<file path="src/rtl/encoder_period_meter.sv">
// Encoder period meter: measures clocks between qualified encoder edges after a
// synchroniser and glitch filter. It flags a stall when no edge arrives within TIMEOUT
// and averages the last 2^AVG_LOG2 periods for the speed loop.
module encoder_period_meter #(
  parameter int unsigned WIDTH       = 32,
  parameter int unsigned SYNC_STAGES = 2,
  parameter int unsigned FILTER_LEN  = 4,
  parameter int unsigned AVG_LOG2    = 2,
  parameter int unsigned TIMEOUT     = 1_000_000
) (
  input  logic             clk,
  input  logic             reset,
  input  logic             encoder,
  input  logic [1:0]       edge_sel,
  input  logic             clear,
  output logic [WIDTH-1:0] period,
  output logic             period_valid,
  output logic [WIDTH-1:0] period_avg,
  output logic             avg_valid,
  output logic             stalled
);

  localparam int unsigned DEPTH  = 1 << AVG_LOG2;
  localparam int unsigned RUN_W  = (FILTER_LEN > 1) ? $clog2(FILTER_LEN) : 1;
  localparam int unsigned PTR_W  = (AVG_LOG2 > 0) ? AVG_LOG2 : 1;
  localparam int unsigned FILL_W = $clog2(DEPTH + 1);
  localparam int unsigned SUM_W  = WIDTH + AVG_LOG2;

  logic [SYNC_STAGES-1:0] sync_q;
  logic                   sync_out;
  logic                   filt_q;
  logic                   filt_dly_q;
  logic [RUN_W-1:0]       run_q;
  logic                   qual_q;
  logic [WIDTH-1:0]       cnt_q;
  logic                   armed_q;
  logic                   push_q;
  logic                   take;
  logic                   hit;
  logic                   flush;

  logic [WIDTH-1:0]       win_q [DEPTH];
  logic [PTR_W-1:0]       wr_ptr_q;
  logic [FILL_W-1:0]      fill_q;
  logic [SUM_W-1:0]       sum_q;
  logic [WIDTH-1:0]       old_entry;
  logic [SUM_W-1:0]       sum_next;
  logic [FILL_W-1:0]      fill_next;

  assign sync_out = sync_q[SYNC_STAGES-1];

  // Synchroniser shift chain for the asynchronous encoder input.
  always_ff @(posedge clk or negedge reset) begin
    if (!reset) begin
      sync_q <= '0;
    end else begin
      sync_q <= {sync_q[SYNC_STAGES-2:0], encoder};
    end
  end

  // Glitch filter: accept a new level only after FILTER_LEN consecutive differing samples.
  always_ff @(posedge clk or negedge reset) begin
    if (!reset) begin
      filt_q <= 1'b0;
      run_q  <= '0;
    end else if (sync_out != filt_q) begin
      if (run_q == RUN_W'(FILTER_LEN - 1)) begin
        filt_q <= sync_out;
        run_q  <= '0;
      end else begin
        run_q <= run_q + RUN_W'(1);
      end
    end else begin
      run_q <= '0;
    end
  end

  // Registered edge qualification, so an edge_sel change applies from the next cycle.
  always_ff @(posedge clk or negedge reset) begin
    if (!reset) begin
      filt_dly_q <= 1'b0;
      qual_q     <= 1'b0;
    end else begin
      filt_dly_q <= filt_q;
      qual_q     <= (filt_q & ~filt_dly_q & edge_sel[0]) | (~filt_q & filt_dly_q & edge_sel[1]);
    end
  end

  // Event decode: clear beats a qualified edge, and a qualified edge beats the timeout.
  always_comb begin
    take  = qual_q & ~clear;
    hit   = ~clear & ~qual_q & (cnt_q == WIDTH'(TIMEOUT));
    flush = clear | hit;
  end

  // Period counter, arming, stall detection and the period output register.
  always_ff @(posedge clk or negedge reset) begin
    if (!reset) begin
      cnt_q        <= '0;
      armed_q      <= 1'b0;
      push_q       <= 1'b0;
      period       <= '1;
      period_valid <= 1'b0;
      stalled      <= 1'b1;
    end else begin
      period_valid <= 1'b0;
      push_q       <= take & armed_q;
      if (clear) begin
        armed_q <= 1'b0;
        cnt_q   <= '0;
      end else if (take) begin
        cnt_q <= WIDTH'(1);
        if (armed_q) begin
          period       <= cnt_q;
          period_valid <= 1'b1;
        end else begin
          armed_q <= 1'b1;
          stalled <= 1'b0;
        end
      end else begin
        // Saturating count; running past TIMEOUT is what prevents a repeat stall pulse.
        if (cnt_q != '1) begin
          cnt_q <= cnt_q + WIDTH'(1);
        end
        if (hit) begin
          stalled      <= 1'b1;
          armed_q      <= 1'b0;
          period       <= '1;
          period_valid <= 1'b1;
        end
      end
    end
  end

  // Entry leaving the window only counts once the window is full.
  always_comb begin
    old_entry = (fill_q == FILL_W'(DEPTH)) ? win_q[wr_ptr_q] : '0;
    sum_next  = sum_q + SUM_W'(period) - SUM_W'(old_entry);
    fill_next = (fill_q == FILL_W'(DEPTH)) ? fill_q : fill_q + FILL_W'(1);
  end

  // Sliding-window average, updated the cycle after each measured period.
  always_ff @(posedge clk or negedge reset) begin
    if (!reset) begin
      for (int i = 0; i < int'(DEPTH); i++) begin
        win_q[i] <= '0;
      end
      wr_ptr_q   <= '0;
      fill_q     <= '0;
      sum_q      <= '0;
      period_avg <= '1;
      avg_valid  <= 1'b0;
    end else if (flush) begin
      fill_q     <= '0;
      sum_q      <= '0;
      period_avg <= '1;
      avg_valid  <= 1'b0;
    end else if (push_q) begin
      win_q[wr_ptr_q] <= period;
      wr_ptr_q        <= (wr_ptr_q == PTR_W'(DEPTH - 1)) ? '0 : wr_ptr_q + PTR_W'(1);
      sum_q           <= sum_next;
      fill_q          <= fill_next;
      if (fill_next == FILL_W'(DEPTH)) begin
        period_avg <= WIDTH'(sum_next >> AVG_LOG2);
        avg_valid  <= 1'b1;
      end
    end
  end

endmodule
</file>
<file path="config.mk">
export PLATFORM = sky130hd
export DESIGN_NAME = encoder_period_meter
export DESIGN_NICKNAME = d
export VERILOG_FILES = /design/src/rtl/encoder_period_meter.sv
export SDC_FILE = /design/constraint.sdc
export NUM_CORES = 1
export LEC_CHECK = 0
export ABC_AREA = 1
export BUFFER_PORTS_ARGS = -buffer_cell sky130_fd_sc_hd__clkbuf_2
export CELL_PAD_IN_SITES_DETAIL_PLACEMENT = 1
export CELL_PAD_IN_SITES_GLOBAL_PLACEMENT = 1
export CORE_ASPECT_RATIO = 1.25
export CORE_MARGIN = 3
export CORE_UTILIZATION = 50
export DETAILED_ROUTE_END_ITERATION = 8
export GPL_ROUTABILITY_DRIVEN = 1
export PLACE_DENSITY = 0.95
export SETUP_SLACK_MARGIN = 0.5
export SYNTH_ARGS = -nofsm -noshare
export SYNTH_HDL_FRONTEND = slang
export SYNTH_SLANG_ARGS = --single-unit
</file>
<file path="constraint.sdc">
create_clock -name clk -period 5.85 [get_ports clk]
set_input_delay 1.755 -clock clk [delete_from_list [all_inputs] [get_ports clk]]
set_output_delay 1.755 -clock clk [all_outputs]
set_load 0.05 [all_outputs]
</file>
; Word-level counts from Yosys, hierarchy flattened
; Cells that the tools add are included.
[totals]
reg_bits = 275
latchBits = 0
ram_bits = 0
romBits = 0
inputBits = 6
out_inout_bits = 67
wordCells = 101
n_memories = 0
[op_classes]
addsub = 6
n_mul = 0
div_mod_pow = 0
n_lt_le_gt_ge = 2
eq_ne = 9
shifts = 0
mux = 37
n_bitwise = 16
reduce_logical = 11
[op_table]
columns = cell, count
row1 = $mux 32, 13
row2 = $bwmux 128, 1
row3 = $mux 34, 2
row4 = $bmux 32 s2, 1
row5 = $demux 32 s2, 1
row6 = $add 34x32->34, 1
row7 = $sub 34x32->34, 1
row8 = $add 32x1->32 const B, 1
row9 = $eq 32x20->1 const B, 1
row10 = $ne 32x32->1 const B, 1
row11 = $mux 1, 13
row12 = $mux 3, 3
row13 = $and 1x1->1, 8
row14 = $eq 3x3->1 const B, 2
row15 = $mux 2, 3
row16 = $reduce_and 2->1, 3
row17 = $reduce_and 3->1, 2
row18 = $reduce_bool 2->1, 3
row19 = $reduce_bool 3->1, 2
row20 = $not 1->1, 5
row21 = $add 2x1->2 const B, 2
row22 = $eq 2x2->1 const B, 2
row23 = $ne 2x2->1 const B, 2
row24 = $add 3x1->3 const B, 1
row25 = other kinds (6), 7

; Longest topological paths before layout
[logic_depth]
depth_word = 9
ltp_mapped = 23
ltp_nobuf = 21

; Least setup slack after synthesis
; Ideal clock, no wire load.
[synth_timing]
kind = flip-flop to flip-flop
start = register wr_ptr_q[0]
end = register period_avg[30]
t_arrival_ps = 3002
slack_ps = 2776
stages_incl_launch_ff = 22
n_path_buf = 2
period_less_slack_ps = 3074
path_cell_list = dfrtp_1 clkbuf_1 buf_1 nor2_1 nor2_1 o21ai_0 a21oi_1 fa_1 inv_1 ha_1 a21oi_1 nand2_1 nand2_1 nand2_1 nand3_1 nand2_1 nand2_1 nand2_1 nand2_1 nand3_1 nand2_1 inv_1
[synth_between]
elab_chain_len = 9
[synth_lines]
columns = element, line_no
row1 = "start, declared", 43  ; logic [PTR_W-1:0] wr_ptr_q;
row2 = "start signal, assigned", 160  ; wr_ptr_q <= (wr_ptr_q == PTR_W'(DEPTH - 1)) ? '0 : wr_ptr_q + PTR_W'(1);
row3 = $not 2->3 (implied by the code), 137  ; old_entry = (fill_q == FILL_W'(DEPTH)) ? win_q[wr_ptr_q] : '0;
row4 = $bmux 32 s2, 137
row5 = $mux 32 (implied by the code) (2 in series), 137
row6 = $mux 32, 137
row7 = $sub 34x32->34, 138  ; sum_next = sum_q + SUM_W'(period) - SUM_W'(old_entry);
row8 = $mux 32, 163  ; if (fill_next == FILL_W'(DEPTH)) begin
row9 = $mux 32, 158  ; end else if (push_q) begin
row10 = $mux 32, 153  ; end else if (flush) begin
row11 = "end signal, assigned", 164  ; period_avg <= WIDTH'(sum_next >> AVG_LOG2);
row12 = "end, declared", 18  ; output logic [WIDTH-1:0] period_avg,
; No other way between the ends. The select of a mux whose other input is x is not followed.
; A chain may end at the register's enable or synchronous reset.

; Worst setup path in the final report
[layout_timing]
start = register fill_q[0]
end = register sum_q[28]
[layout_between]
elab_chain_len = 5
[layout_lines]
columns = element, line_no
row1 = "start, declared", 44  ; logic [FILL_W-1:0] fill_q;
row2 = "start signal, assigned", 162  ; fill_q <= fill_next;
row3 = $eq 3x3->1, 137
row4 = $mux 32, 137
row5 = $sub 34x32->34, 138
row6 = $mux 34, 158
row7 = $mux 34, 153
row8 = "end signal, assigned", 161  ; sum_q <= sum_next;
row9 = "end, declared", 45  ; logic [SUM_W-1:0] sum_q;
; No other way between the ends. The select of a mux whose other input is x is not followed.

==> metrics.md <==
| Metric | Value |
|---|---|
| Status | `complete, no violations` |
| Die W | `164 um` |
| H-tree levels | `1` |
| Clock Path Buffers | `3` |
| Total GRT Usage | `33.3%` |
| Hold crit path type | `flop to flop` |
| Met2 WL | `27300 um` |
| Setup crit end kind | `flop` |
| Setup crit start kind | `flop` |
| Max-Cap Viols | `0` |
| Tcrit/Tclk final | `82.1%` |
| Core Box Area | `30400 um2` |
| DR pass1 iterations | `5` |
| RSZ-0062 raised after global routing | `no` |
| Final worst slack | `1050 ps` |
| DR WL/cell | `22.0 um` |
| PostCTS Resize Cnt | `0` |
| Initial antenna violation count | `0` |
| Initial Util | `51.1%` |
| Placer Congestion | `0.945` |
| Routed WL | `54700 um` |
| Detailed-route DRC error count | `0` |
| Post-synth top cells | `nand2_1 (430), o21ai_0 (321), inv_1 (276)` |
| Yosys warns | `0` |
| Netlist Area Pre-Place | `15500 um2` |
| Chip Height | `203 um` |
| Area leader, netlist | `dfrtp_1` |
| EDFF count, synth | `0` |
| Cell mode on critical path | `nand2_1` |
| Grt total ovfl | `0` |
| Max layer used | `met4` |
| Minimum hold slack | `364 ps` |
| Filler cell count | `3810` |
| Syn avg cell area | `7.68 um2` |
| Synth top area cells | `dfrtp_1 (34%), dfstp_2 (11%), nand2_1 (10%)` |
| M1 WL | `20500 um` |
| Post CTS Setup Buffer Count | `0` |
| Crit Path Class | `flop to flop` |
| Met3 WL post-DR | `3790 um` |
| DRT antenna net count | `0` |
| Vias per std cell | `5.97` |
| Peak supply drop | `0.000317 V` |
| N_diodes | `0` |
| CP Data Required Time | `6280 ps` |
| Pwr/cell area | `617 nW/um2` |
| Clock skew | `20.7 ps` |
| Hold-fix buffers, CTS | `0` |
| Layout Nets | `2140` |
| Count leader, synth | `nand2_1` |
| Max Freq | `208 MHz` |
| Initial DRC count | `1066` |
| Clock tree sinks | `275` |
| First-pass GRT wire length | `87200 um` |
| Seq cells post-synth | `275` |
| Syn Nets | `2103` |
| Top_reg_cell synth | `dfrtp_1` |
| Final max-slew violation count | `0` |
| Final setup viols | `0` |
| I/O Buffers | `72` |
| Clk slew on worst S/H paths | `70 ps` |
| Crit-path max FO | `25` |
| Finished Core Util | `56.2%` |
| Slew HR | `18.5%` |
| Layout Area Growth over Synthesis | `10.0%` |
| Largest stage delay on the critical path | `890 ps` |
| Pleak | `8.28 nW` |
| Cells after Synth | `2022` |
| Area of the multi-input gates | `7100 um2` |
| Fin crit period | `4800 ps` |
| Sequential share of the synthesized area | `44.8%` |
| CTS tree | `done` |
| Place WS | `1290 ps` |
| Number of top-level design ports | `73` |
| Root buf cell | `clkbuf_16` |
| Vias in the first global route | `16200` |
| Worst skew pair latency | `570 ps` |
| DIE AREA | `33200 um2` |
| DR vias | `14800` |
| TritonCTS buffer count | `29` |
| Area share of the largest cell type after synthesis | `33.8%` |
| Crit path cell chain | `inv_1 -> ha_1 -> nand2_1 -> buf_4 -> a21oi_1 -> fa_1 -> inv_1 -> ha_1 -> nand2_1 -> nor2_1 -> inv_1 -> nor3_1 -> nand3_1 -> nand2_1 -> nand2_1 -> nand3_1 -> o21ai_0` |
| Maximum number of pins on one net before global-route repair | `105` |
| Tot Pwr | `10.5 mW` |
| DP HPWL | `35300 um` |
| Data arrival, critical path | `5230 ps` |
| Crit path max-delay cell type | `nand2_1` |
| Final hold vios | `0` |
| Sequential Area | `6960 um2` |
| Share of cells above drive strength 1 | `10.3%` |
| Synth async-reset ratio | `100%` |
| Num rows | `71` |
| Worst-margin pin slew | `1220 ps` |
| Synth cell types | `38` |
| TNS Setup | `0 ps` |
worst max-delay path, delay by kind of cell, from the launching register on:
| kind | cells | cell delay [ps] |
|---|---|---|
| adders and majority gates | 3 | 1120 |
| buffers and inverters | 4 | 620 |
| DFF | 1 | 480 |
| AOI/OAI and AO/OA | 2 | 240 |
| and+or+nand+nor | 8 | 2220 |
area by class of cell:
type / instances / area share, %
Clock buffer: 42 / 4.94
Sequential cell: 275 / 40.8
Tap cell: 401 / 2.94
Inverter: 283 / 6.23
Clock inverter: 11 / 0.798
Multi-Input combinational cell: 1387 / 41.6
Timing Repair Buffer: 83 / 2.72
power by group:
group	internal (mW)	total (mW)	leakage [nW]	switching, mW
Combinational	1.58	5.80	4.24	4.22
Sequential	2.43	2.79	3.55	0.355
Clock	1.13	1.95	0.487	0.820
Total	5.15	10.5	8.28	5.40
flip-flops by register name, indices dropped and copies added, names as in the netlist, 2 cells and up:
signal,count
fill_q,3
run_q,2
period_avg,32
sync_q,2
wr_ptr_q,2
period,32
sum_q,34
cnt_q,32
win_q,128
layer usage:
metal | global-route usage, % | vias up
li1 | - | 6528
met1 | 39.8 | 7368
met2 | 57.7 | 694
met3 | 5.12 | 224
met4 | 17.1 | 0
met5 | 0 | -
cell families after synthesis:
logic type	count (synthesis)	synth area share, %
xor+xnor	20	1.13
simple gates	848	22.4
flops	275	44.8
compound gates	444	14.6
buf+inv	360	9.40
fa+ha+maj	75	7.59
final timing paths:
path	from	slack (ps)	endpoint	depth (start not counted)
max reg2reg	fill_q[0]	1050	sum_q[28]	17
max in group asynchronous	reset	3460	win_q[41]	2
min reg2reg	sync_q[0]	360	sync_q[1]	0
min in group asynchronous	reset	1240	sum_q[32]	1
max	fill_q[0]	1050	sum_q[28]	17
min	sync_q[0]	360	sync_q[1]	0
layout by cell type, fill, tap and decap left out, types with 32 or more instances in the layout:
cell type and instances:
dfrtp_1 209, nand3_1 84, o21ai_0 321, ha_1 43, inv_1 276, nor2_1 268
a21oi_1 84, clkbuf_2 71, fa_1 32, dfstp_2 65, nand2_1 430
metrics by stage:
stage,cell area (um2),instances
after floorplan,15500,2022
after global placement,16100,2429
after detailed placement,16100,2429
after CTS,17100,2482
after global routing,17100,2482
final,17100,2482
Note: power is estimated with default switching activity, not from simulation.
